==> src/rtl/mopshub_pkg.sv <==
// rtl/mopshub_pkg.sv - shared types and constants for the MOPSHUB hub controller
package mopshub_pkg;

    localparam int FRAME_W   = 76;
    localparam int MAX_BUSES = 16;

    // Frame layout: {cob_id[10:0], rtr, payload[63:0]}
    localparam int COB_ID_LSB  = 65;
    localparam int COB_ID_W    = 11;
    localparam int RTR_BIT     = 64;
    localparam int PAYLOAD_LSB = 0;
    localparam int PAYLOAD_W   = 64;

    typedef enum logic [2:0] {
        ST_IDLE,
        ST_INIT,
        ST_POWER,
        ST_TRIM,
        ST_SIGN_ON,
        ST_RUN,
        ST_WAIT
    } hub_state_t;

endpackage

==> src/rtl/mopshub_wait_timer.sv <==
// rtl/mopshub_wait_timer.sv - loadable down-counter with single-cycle expiry flag
//
// Ports:
//   clk, rst      clock, synchronous active-high reset
//   load          load load_val into the counter (takes priority over counting)
//   load_val      number of cycles until expiry, counted from the cycle after load
//   expire        high during the load_val-th cycle after the load edge
module mopshub_wait_timer #(
    parameter int W = 16
) (
    input  logic         clk,
    input  logic         rst,
    input  logic         load,
    input  logic [W-1:0] load_val,
    output logic         expire
);

    logic [W-1:0] count;

    always_ff @(posedge clk) begin
        if (rst) begin
            count <= '0;
        end else if (load) begin
            count <= load_val;
        end else if (count != '0) begin
            count <= count - 1'b1;
        end
    end

    // Counter sits at zero once spent, so expiry fires exactly once per load.
    assign expire = (count == W'(1));

endmodule

==> src/rtl/mopshub_hub_ctrl.sv <==
// rtl/mopshub_hub_ctrl.sv - MOPSHUB hub controller: bus start-up sequencing and elink/CAN frame routing
//
// Optional feature macro: MOPSHUB_AUTO_TRIM_EN (adds the per-bus oscillator trim phase).
//
// Ports:
//   clk, rst                       clock, synchronous active-high reset
//   n_buses                        populated bus count (0 -> 1, >16 -> 16)
//   osc_auto_trim_mopshub          request trim phase at end of power-up
//   trim_done                      current bus trim finished
//   endwait_all                    abort pending response wait
//   elink_rx_valid/bus/data        downlink frame in; elink_rx_ready accepts it
//   can_rec_valid/bus/data         frame received from a CAN bus
//   data_tra_downlink, can_tra_select, can_tra_valid   frame out to CAN
//   data_rec_uplink, can_rec_select, elink_tx_valid    frame out to elink
//   irq_elink_tra, irq_elink_rec, timeout_err          event pulses
//   start_init, end_init, rst_bus, power_bus_en, end_power_init,
//   start_trim_ack, end_trim_bus, sign_on_sig          start-up status
//   power_bus_cnt                  bus being powered or trimmed
module mopshub_hub_ctrl
    import mopshub_pkg::*;
#(
    parameter int PWR_WAIT     = 16,
    parameter int RST_CYCLES   = 4,
    parameter int TRIM_TIMEOUT = 1024,
    parameter int RESP_TIMEOUT = 4000
) (
    input  logic               clk,
    input  logic               rst,
    input  logic [4:0]         n_buses,
    input  logic               osc_auto_trim_mopshub,
    input  logic               trim_done,
    input  logic               endwait_all,
    input  logic               elink_rx_valid,
    input  logic [4:0]         elink_rx_bus,
    input  logic [FRAME_W-1:0] elink_rx_data,
    output logic               elink_rx_ready,
    input  logic               can_rec_valid,
    input  logic [4:0]         can_rec_bus,
    input  logic [FRAME_W-1:0] can_rec_data,
    output logic [FRAME_W-1:0] data_tra_downlink,
    output logic [4:0]         can_tra_select,
    output logic               can_tra_valid,
    output logic [FRAME_W-1:0] data_rec_uplink,
    output logic [4:0]         can_rec_select,
    output logic               elink_tx_valid,
    output logic               irq_elink_tra,
    output logic               irq_elink_rec,
    output logic               timeout_err,
    output logic               start_init,
    output logic               end_init,
    output logic               rst_bus,
    output logic               power_bus_en,
    output logic               end_power_init,
    output logic               start_trim_ack,
    output logic               end_trim_bus,
    output logic               sign_on_sig,
    output logic [4:0]         power_bus_cnt
);

    hub_state_t  state, state_nxt;
    logic [4:0]  n_eff;
    logic [4:0]  bus_idx;
    logic        last_bus;
    logic        step_start;     // first cycle after the timer was (re)loaded
    logic        end_power_q;    // first cycle after POWER
    logic        tmr_load;
    logic [15:0] tmr_val;
    logic        tmr_expire;
    logic        idx_inc;
    logic        idx_clr;
    logic        dl_fwd;
    logic        ul_take;
    logic        resp_match;

    always_comb begin
        if (n_buses == 5'd0) begin
            n_eff = 5'd1;
        end else if (n_buses > 5'(MAX_BUSES)) begin
            n_eff = 5'(MAX_BUSES);
        end else begin
            n_eff = n_buses;
        end
    end

    assign last_bus   = (bus_idx == n_eff - 5'd1);
    assign resp_match = can_rec_valid && (can_rec_bus == can_tra_select);
    assign ul_take    = can_rec_valid && ((state == ST_RUN) || (state == ST_WAIT));

    mopshub_wait_timer #(.W(16)) u_timer (
        .clk      (clk),
        .rst      (rst),
        .load     (tmr_load),
        .load_val (tmr_val),
        .expire   (tmr_expire)
    );

    always_ff @(posedge clk) begin
        if (rst) begin
            state <= ST_IDLE;
        end else begin
            state <= state_nxt;
        end
    end

    always_comb begin
        state_nxt    = state;
        tmr_load     = 1'b0;
        tmr_val      = '0;
        idx_inc      = 1'b0;
        idx_clr      = 1'b0;
        dl_fwd       = 1'b0;
        timeout_err  = 1'b0;
        end_trim_bus = 1'b0;
        case (state)
            ST_IDLE: begin
                state_nxt = ST_INIT;
                tmr_load  = 1'b1;
                tmr_val   = 16'(RST_CYCLES);
            end
            ST_INIT: begin
                if (tmr_expire) begin
                    state_nxt = ST_POWER;
                    tmr_load  = 1'b1;
                    tmr_val   = 16'(PWR_WAIT);
                    idx_clr   = 1'b1;
                end
            end
            ST_POWER: begin
                if (tmr_expire) begin
                    if (last_bus) begin
                        idx_clr = 1'b1;
`ifdef MOPSHUB_AUTO_TRIM_EN
                        if (osc_auto_trim_mopshub) begin
                            state_nxt = ST_TRIM;
                            tmr_load  = 1'b1;
                            tmr_val   = 16'(TRIM_TIMEOUT);
                        end else begin
                            state_nxt = ST_SIGN_ON;
                        end
`else
                        state_nxt = ST_SIGN_ON;
`endif
                    end else begin
                        idx_inc  = 1'b1;
                        tmr_load = 1'b1;
                        tmr_val  = 16'(PWR_WAIT);
                    end
                end
            end
            ST_TRIM: begin
`ifdef MOPSHUB_AUTO_TRIM_EN
                if (trim_done || tmr_expire) begin
                    end_trim_bus = 1'b1;
                    timeout_err  = !trim_done;
                    if (last_bus) begin
                        state_nxt = ST_SIGN_ON;
                    end else begin
                        idx_inc  = 1'b1;
                        tmr_load = 1'b1;
                        tmr_val  = 16'(TRIM_TIMEOUT);
                    end
                end
`else
                state_nxt = ST_IDLE;
`endif
            end
            ST_SIGN_ON: begin
                // Coming from POWER, end_power_init gets its own cycle first.
                if (!end_power_q) begin
                    state_nxt = ST_RUN;
                end
            end
            ST_RUN: begin
                if (elink_rx_valid && (elink_rx_bus < n_eff)) begin
                    dl_fwd    = 1'b1;
                    state_nxt = ST_WAIT;
                    tmr_load  = 1'b1;
                    tmr_val   = 16'(RESP_TIMEOUT);
                end
            end
            ST_WAIT: begin
                // A response or abort in the expiry cycle wins over the timeout.
                if (resp_match || endwait_all) begin
                    state_nxt = ST_RUN;
                end else if (tmr_expire) begin
                    timeout_err = 1'b1;
                    state_nxt   = ST_RUN;
                end
            end
            default: state_nxt = ST_IDLE;
        endcase
    end

    always_ff @(posedge clk) begin
        if (rst) begin
            bus_idx           <= '0;
            step_start        <= 1'b0;
            end_power_q       <= 1'b0;
            data_tra_downlink <= '0;
            can_tra_select    <= '0;
            can_tra_valid     <= 1'b0;
            irq_elink_tra     <= 1'b0;
            data_rec_uplink   <= '0;
            can_rec_select    <= '0;
            elink_tx_valid    <= 1'b0;
            irq_elink_rec     <= 1'b0;
        end else begin
            step_start    <= tmr_load;
            end_power_q   <= (state == ST_POWER) && (state_nxt != ST_POWER);
            can_tra_valid <= dl_fwd;
            irq_elink_tra <= dl_fwd;
            elink_tx_valid <= ul_take;
            irq_elink_rec  <= ul_take;
            if (idx_clr) begin
                bus_idx <= '0;
            end else if (idx_inc) begin
                bus_idx <= bus_idx + 5'd1;
            end
            if (dl_fwd) begin
                data_tra_downlink <= elink_rx_data;
                can_tra_select    <= elink_rx_bus;
            end
            if (ul_take) begin
                data_rec_uplink <= can_rec_data;
                can_rec_select  <= can_rec_bus;
            end
        end
    end

    assign elink_rx_ready = (state == ST_RUN);
    assign start_init     = (state == ST_INIT) && step_start;
    assign rst_bus        = (state == ST_INIT);
    assign power_bus_en   = (state == ST_POWER);
    assign end_power_init = end_power_q;
    assign sign_on_sig    = (state == ST_SIGN_ON) && !end_power_q;
    assign end_init       = sign_on_sig;
    assign power_bus_cnt  = ((state == ST_POWER) || (state == ST_TRIM)) ? bus_idx : 5'd0;

`ifdef MOPSHUB_AUTO_TRIM_EN
    assign start_trim_ack = (state == ST_TRIM) && step_start;
`else
    logic unused_trim;
    assign unused_trim    = osc_auto_trim_mopshub ^ trim_done ^ (TRIM_TIMEOUT == 0);
    assign start_trim_ack = 1'b0;
`endif

endmodule

==> config.mk <==
export PLATFORM = sky130hd
export DESIGN_NAME = mopshub_hub_ctrl
export DESIGN_NICKNAME = d
export VERILOG_FILES = /design/src/rtl/mopshub_pkg.sv /design/src/rtl/mopshub_wait_timer.sv /design/src/rtl/mopshub_hub_ctrl.sv
export SDC_FILE = /design/constraint.sdc
export NUM_CORES = 1
export LEC_CHECK = 0
export ABC_AREA = 1
export BUFFER_PORTS_ARGS = -buffer_cell sky130_fd_sc_hd__buf_2
export CAP_MARGIN = 25
export CORE_AREA = 2 2 140 142
export DETAILED_ROUTE_END_ITERATION = 12
export DIE_AREA = 0 0 142 144
export GPL_TIMING_DRIVEN = 0
export PLACE_DENSITY = 0.74
export SYNTH_ARGS = -nofsm -noshare
export SYNTH_HDL_FRONTEND = slang
export SYNTH_HIERARCHICAL = 1
export SYNTH_SLANG_ARGS = --single-unit
==> constraint.sdc <==
create_clock -name clk -period 2.8 [get_ports clk]
set_input_delay 0.42 -clock clk [delete_from_list [all_inputs] [get_ports clk]]
set_output_delay 0.42 -clock clk [all_outputs]
set_load 0.1 [all_outputs]
**After elaboration in Yosys (flattened, before gate mapping)**

Cells that the tools add are included.

- Mux-type cells: 30
- Reduce and logical (&&, ||, !) cells: 15
- $add $sub $neg: 3
- Equality and inequality tests: 10
- Order comparisons: 2

Operator list:

| operator | count |
|---|---|
| 12-bit case mux with 4 select lines | 1 |
| 16-bit 2-to-1 mux | 2 |
| 5-bit 2-to-1 mux | 6 |
| 3-bit 2-to-1 mux | 7 |
| 3-bit case mux with 6 select lines | 1 |
| 16-bit by 1-bit equality test with 1-bit output (second input constant) | 1 |
| 16-bit nonzero test | 1 |
| 16-bit by 1-bit subtractor with 16-bit output (second input constant) | 1 |
| 12-bit 2-to-1 mux | 1 |
| 5-bit equality test | 2 |
| 1-bit 2-to-1 mux | 10 |
| 3-bit equality test (second input constant) | 3 |
| 3-bit by 2-bit equality test with 1-bit output (second input constant) | 2 |
| 1-bit logical AND | 6 |
| 5-bit by 1-bit adder with 5-bit output (second input constant) | 1 |
| 5-bit > comparator (second input constant) | 1 |
| 5-bit logical NOT | 1 |
| 5-bit < comparator | 1 |
| 5-bit by 1-bit subtractor with 5-bit output (second input constant) | 1 |
| 1-bit case mux with 4 select lines | 1 |
| 3-bit by 1-bit equality test with 1-bit output (second input constant) | 1 |
| 3-bit logical NOT | 1 |
| 1-bit logical OR | 3 |
| 3-bit by 2-bit != test with 1-bit output (second input constant) | 1 |
| other kinds (4) | 4 |

- Register bits: 190
- Output and inout port bits: 181

**Longest topological paths before layout**

- Depth after elaboration: 10
- Gate-level depth with buffers: 21
- Depth with buffers taken out: 21

**Modules after synthesis**

The synthesis kept the hierarchy.

By module, submodules not included:

| module | area an instance (sq um) | cells each | times used |
|---|---|---|---|
| mopshub_hub_ctrl | 6636.4 | 872 | 1 |
| mopshub_wait_timer | 1142.3 | 179 | 1 |

**Least setup slack after synthesis**

OpenSTA, ideal clock, no wires.

- Path type: reg2out
- Start point: register end_power_q (netlist: end_power_init)
- End point: output sign_on_sig
- Arrival time: 4.381 ns
- Path buffers: 1
- Path slack: -2.001 ns
- Stages on the path, launching flop included: 3
- Required time: 2.380 ns
- Path through: dfxtp_1 -> nor4_1 -> buf_4

- Longest elaborated chain between the ends: 2

RTL lines:

| what | line | RTL |
|---|---|---|
| from (decl) | mopshub_hub_ctrl.sv:65 | `logic end_power_q;` |
| from (signal assigned) | mopshub_hub_ctrl.sv:209 | `end_power_q <= (state == ST_POWER) && (state_nxt != ST_POWER);` |
| 1-bit logical NOT | mopshub_hub_ctrl.sv:235 | `assign sign_on_sig = (state == ST_SIGN_ON) && !end_power_q;` |
| 1-bit logical AND | mopshub_hub_ctrl.sv:235 |  |
| to (decl) | mopshub_hub_ctrl.sv:56 | `output logic sign_on_sig,` |

No other way between the ends.

**Worst setup path in the final report**

- Start point: register u_timer.count[13]
- End point: output timeout_err

- Longest elaborated chain between the ends: 4

RTL lines:

| what | line | RTL |
|---|---|---|
| from (decl) | mopshub_wait_timer.sv:18 | `logic [W-1:0] count;` |
| from (signal assigned) | mopshub_wait_timer.sv:24 | `count <= load_val;` |
| from (signal assigned) | mopshub_wait_timer.sv:26 | `count <= count - 1'b1;` |
| 16-bit by 1-bit equality test with 1-bit output | mopshub_wait_timer.sv:31 | `assign expire = (count == W'(1));` |
| via tmr_expire | mopshub_hub_ctrl.sv:68 | `logic tmr_expire;` |
| 1-bit 2-to-1 mux | mopshub_hub_ctrl.sv:185 | `end else if (tmr_expire) begin` |
| 1-bit 2-to-1 mux | mopshub_hub_ctrl.sv:183 | `if (resp_match \|\| endwait_all) begin` |
| 1-bit 2-to-1 mux | mopshub_hub_ctrl.sv:114 | `case (state)` |
| to (decl) | mopshub_hub_ctrl.sv:48 | `output logic timeout_err,` |

The timed path passes the listed nets, and every way through them passes these cells.

==> key figures <==
Outcome
  – Status: finished, final reports clean

Synthesis
  – Synthesized area: 0.00778 mm2
  – Synth Register Bits: 190
  – Synth top cells by count: nand2_1, nor2_1, dfxtp_1
  – Netlist cell types: 39
  – Share of Yosys cell area claimed by the top area cell type: 48.9%
  – Biggest area consumer among synthesized cells: dfxtp_1
  – Top_reg_cell synth: dfxtp_1
  – Number of flops mapped to enable cells by yosys: 0
  – Asr flop ratio synth: 0%
  – Mux cell area share after synthesis: 0%
  – Post-Synth XOR/XNOR Area: 1.35%
  – Ys Warns: 6
  – Adder-cell share of the synthesized area: 1.29%
  – Top post-synthesis cells by area: dfxtp_1, nand2_1, nor2_1, a21oi_1, o21ai_0
  – Compound-Gate Fraction of Synth Area: 14.0%
  – Most frequent cell after synthesis: nand2_1
  – Post-Synth Simple-Gate Area: 27.7%
  – Post-synthesis sequential area ratio: 48.9%
  – Main combinational cell family by area after synthesis: simple AND/OR/NAND/NOR gates
  – Synth Instances: 1051
  – Mean area per synthesized cell: 7.40 um2

Detailed routing
  – Iter 0 DRT Violations: 463
  – Antenna Nets Post-Route: 0
  – DR pass1 iterations: 6
  – Routed WL: 24700 um
  – Via Count: 8017
  – Routed length per placed instance: 14.7 um
  – Vias/cell: 4.76
  – DRC: 0

Worst setup path
  – R2R depth: 12
  – CP Max Fanout: 10
  – Startpoint Class: flop
  – Crit Reg-Reg Endpoint: u_timer/count[0]
  – CP Capture Type: output pin
  – CP arrival: 2.18 ns
  – RR Startpoint: u_timer/count[13]
  – Setup CP Type: flop to output pin
  – Required @ worst endpoint: 2.38 ns
  – FF-to-FF setup slack: 0.52 ns

Place
  – Placer Congestion: 0.886
  – Area after DPL: 0.00990 mm2
  – Port bufs: 350
  – Post-DP HPWL: 19200 um
  – Dpl ws: -0.492 ns

Global routing
  – Initial antenna violation count: 3
  – First-pass GRT wire length: 37100 um
  – Vias in the first global route: 7422
  – Total GRT Usage: 23.1%
  – Remaining Overflow, GRT: 0
  – Largest net degree at the start of global routing: 21

STA
  – Post-route clock period utilization: 92.8%
  – Setup TNS Final: 0 ns
  – PnR worst setup slack: 0.203 ns
  – Unrepaired setup endpoints after global routing: no
  – Final hold viol count: 0
  – Slew Viols, Final: 0
  – Fmax: 385 MHz
  – Crit path time final: 2.60 ns
  – Clock skew: 0.0129 ns
  – Rel. slew slack: 54.7%
  – Final setup violation count: 0
  – Least-Margin Pin Slew: 0.679 ns

Min path
  – Hold EP: data_tra_downlink[46]
  – Hold Crit Start: elink_rx_data[46]
  – Worst hold path type: primary input to flop
  – Hold path depth: 3

Job
  – Max_cap viols: 0

Power and ir drop
  – Leak Pwr: 0.00500 uW
  – Internal: 4350 uW
  – Sw frac: 27.1%
  – Cell Pwr Density: 562 mW/mm2
  – Total power: 5960 uW
  – P_sw: 1610 uW
  – Max VDD drop: 401 uV
  – Logic pwr share: 10.2%
  – Power share of the clock group: 43.5%
  – Seq pwr share: 46.3%

Die
  – Row Count: 51
  – Core area: 0.0191 mm2
  – Die Ht: 144 um
  – Die span in x: 142 um
  – Die area: 0.0204 mm2
  – Starting density of the core: 40.8%
  – # IOs: 355

CTS
  – Root Driver: clkbuf_16
  – CTS max path bufs: 2
  – CTS tree: built
  – H-Tree Depth: 4
  – Clk pin slew, worst setup/hold paths: 0.08 ns
  – CTS Buf Count: 17
  – Worst-skew pair later-pin latency: 0.43 ns
  – CTS sink count: 190

Final layout
  – Multi-input gate area: 0.00355 mm2
  – Fillcell total: 1871
  – Seq. cell area: 0.00380 mm2
  – Final Cell Area: 0.0106 mm2
  – Synth-to-layout area growth: 36.3%
  – Layout cell share with drive strength beyond 1: 31.9%
  – Nets: 1611
## repair_timing
item | 4_1_cts | 5_1_grt
gates resized for setup | 5 | 11
pin swaps | 0 | 1
endpoints found under the setup margin | 10 | 13
buffers inserted | 0 | 1
hold buffers | 0 | 0
## cell families (layout without fill, tap and decap cells)
family,after synthesis,in the layout
XOR/XNOR,12,12
AO/OA/AOI/OAI,207,207
flip-flops,190,190
AND/OR/NAND/NOR,517,517
adder cells (fa/ha/maj),8,8
buffers and inverters,116,498
other,1,14
## metrics by stage
stage	std cells	util (%)	hold WS, ns
3_3_place_gp	1648	51.9	0.447
2_1_floorplan	1060	-	0.455
6_report	1684	55.6	0.223
5_1_grt	1682	55.5	0.212
4_1_cts	1680	55.3	0.208
3_5_place_dp	1648	51.9	0.452
## placed cells by master, fill, tap and decap left out, types with 4 or more instances in the layout
| cell type | count |
|---|---|
| buf_2 | 363 |
| nand2_1 | 247 |
| nor2_1 | 203 |
| dfxtp_1 | 190 |
| a21oi_1 | 95 |
| o21ai_0 | 90 |
| inv_1 | 48 |
| clkbuf_1 | 29 |
| nand3_1 | 25 |
| clkbuf_16 | 17 |
| xor2_1 | 12 |
| buf_4 | 12 |
| a21oi_2 | 10 |
| conb_1 | 10 |
| nand4_1 | 9 |
| ha_1 | 8 |
| nor2_2 | 6 |
| inv_2 | 5 |
| nor2_4 | 5 |
| o21ai_1 | 5 |
| diode_2 | 4 |
| inv_6 | 4 |
## worst max-delay path, stage by stage, from the launching register on
cell     delay (ns)
dfxtp_1        0.35
nor2_2         0.16
nand2_1        0.12
inv_1          0.11
nand3_1        0.12
nor3_4         0.20
buf_6          0.18
inv_1          0.07
nor3_4         0.22
buf_12         0.20
## power by group through the flow
stage	Sequential, uW	Combinational, uW	Clock (uW)
detailed placement	2820	591	0
global route	2760	682	2750
finish	2760	609	2590
floorplan	2810	384	0
CTS	2760	598	2650
global placement	2820	586	0
## metal layers
layer  part of all wire [%]  track usage (%)
met2                     50             40.5
met3                    7.5             7.02
met1                     40             26.5
met5                      0                0
met4                    2.3             9.11
## flip-flops by register name, indices dropped and copies added (netlist names)
| signal | count |
|---|---|
| u_timer/count | 16 |
| bus_idx | 5 |
| end_power_init | 1 |
| step_start | 1 |
| state | 3 |
| can_rec_select | 5 |
| can_tra_select | 5 |
| irq_elink_rec | 1 |
| data_rec_uplink | 76 |
| irq_elink_tra | 1 |
| data_tra_downlink | 76 |
## final cells by class
class / instances / share of cell area, %
Sequential cell: 190 / 35.9
Multi-Input combinational cell: 754 / 33.5
Timing Repair Buffer: 351 / 16.7
Clock buffer: 17 / 4.01
Buffer: 61 / 3.08
Tap cell: 238 / 2.81
Clock inverter: 15 / 1.99
Inverter: 54 / 1.94
Antenna cell: 4 / 0.0944
## how the worst max path moves through the flow
stage,startpoint,end,depth (start not counted)
6_report,u_timer/count[13],timeout_err,9
3_5_place_dp,n_buses[2],u_timer/count[0],20
3_3_place_gp,n_buses[2],u_timer/count[0],20
5_1_grt,u_timer/count[13],timeout_err,9
2_1_floorplan,state[0],start_init,4
4_1_cts,u_timer/count[13],timeout_err,9
(Power assumes the default switching activity.)
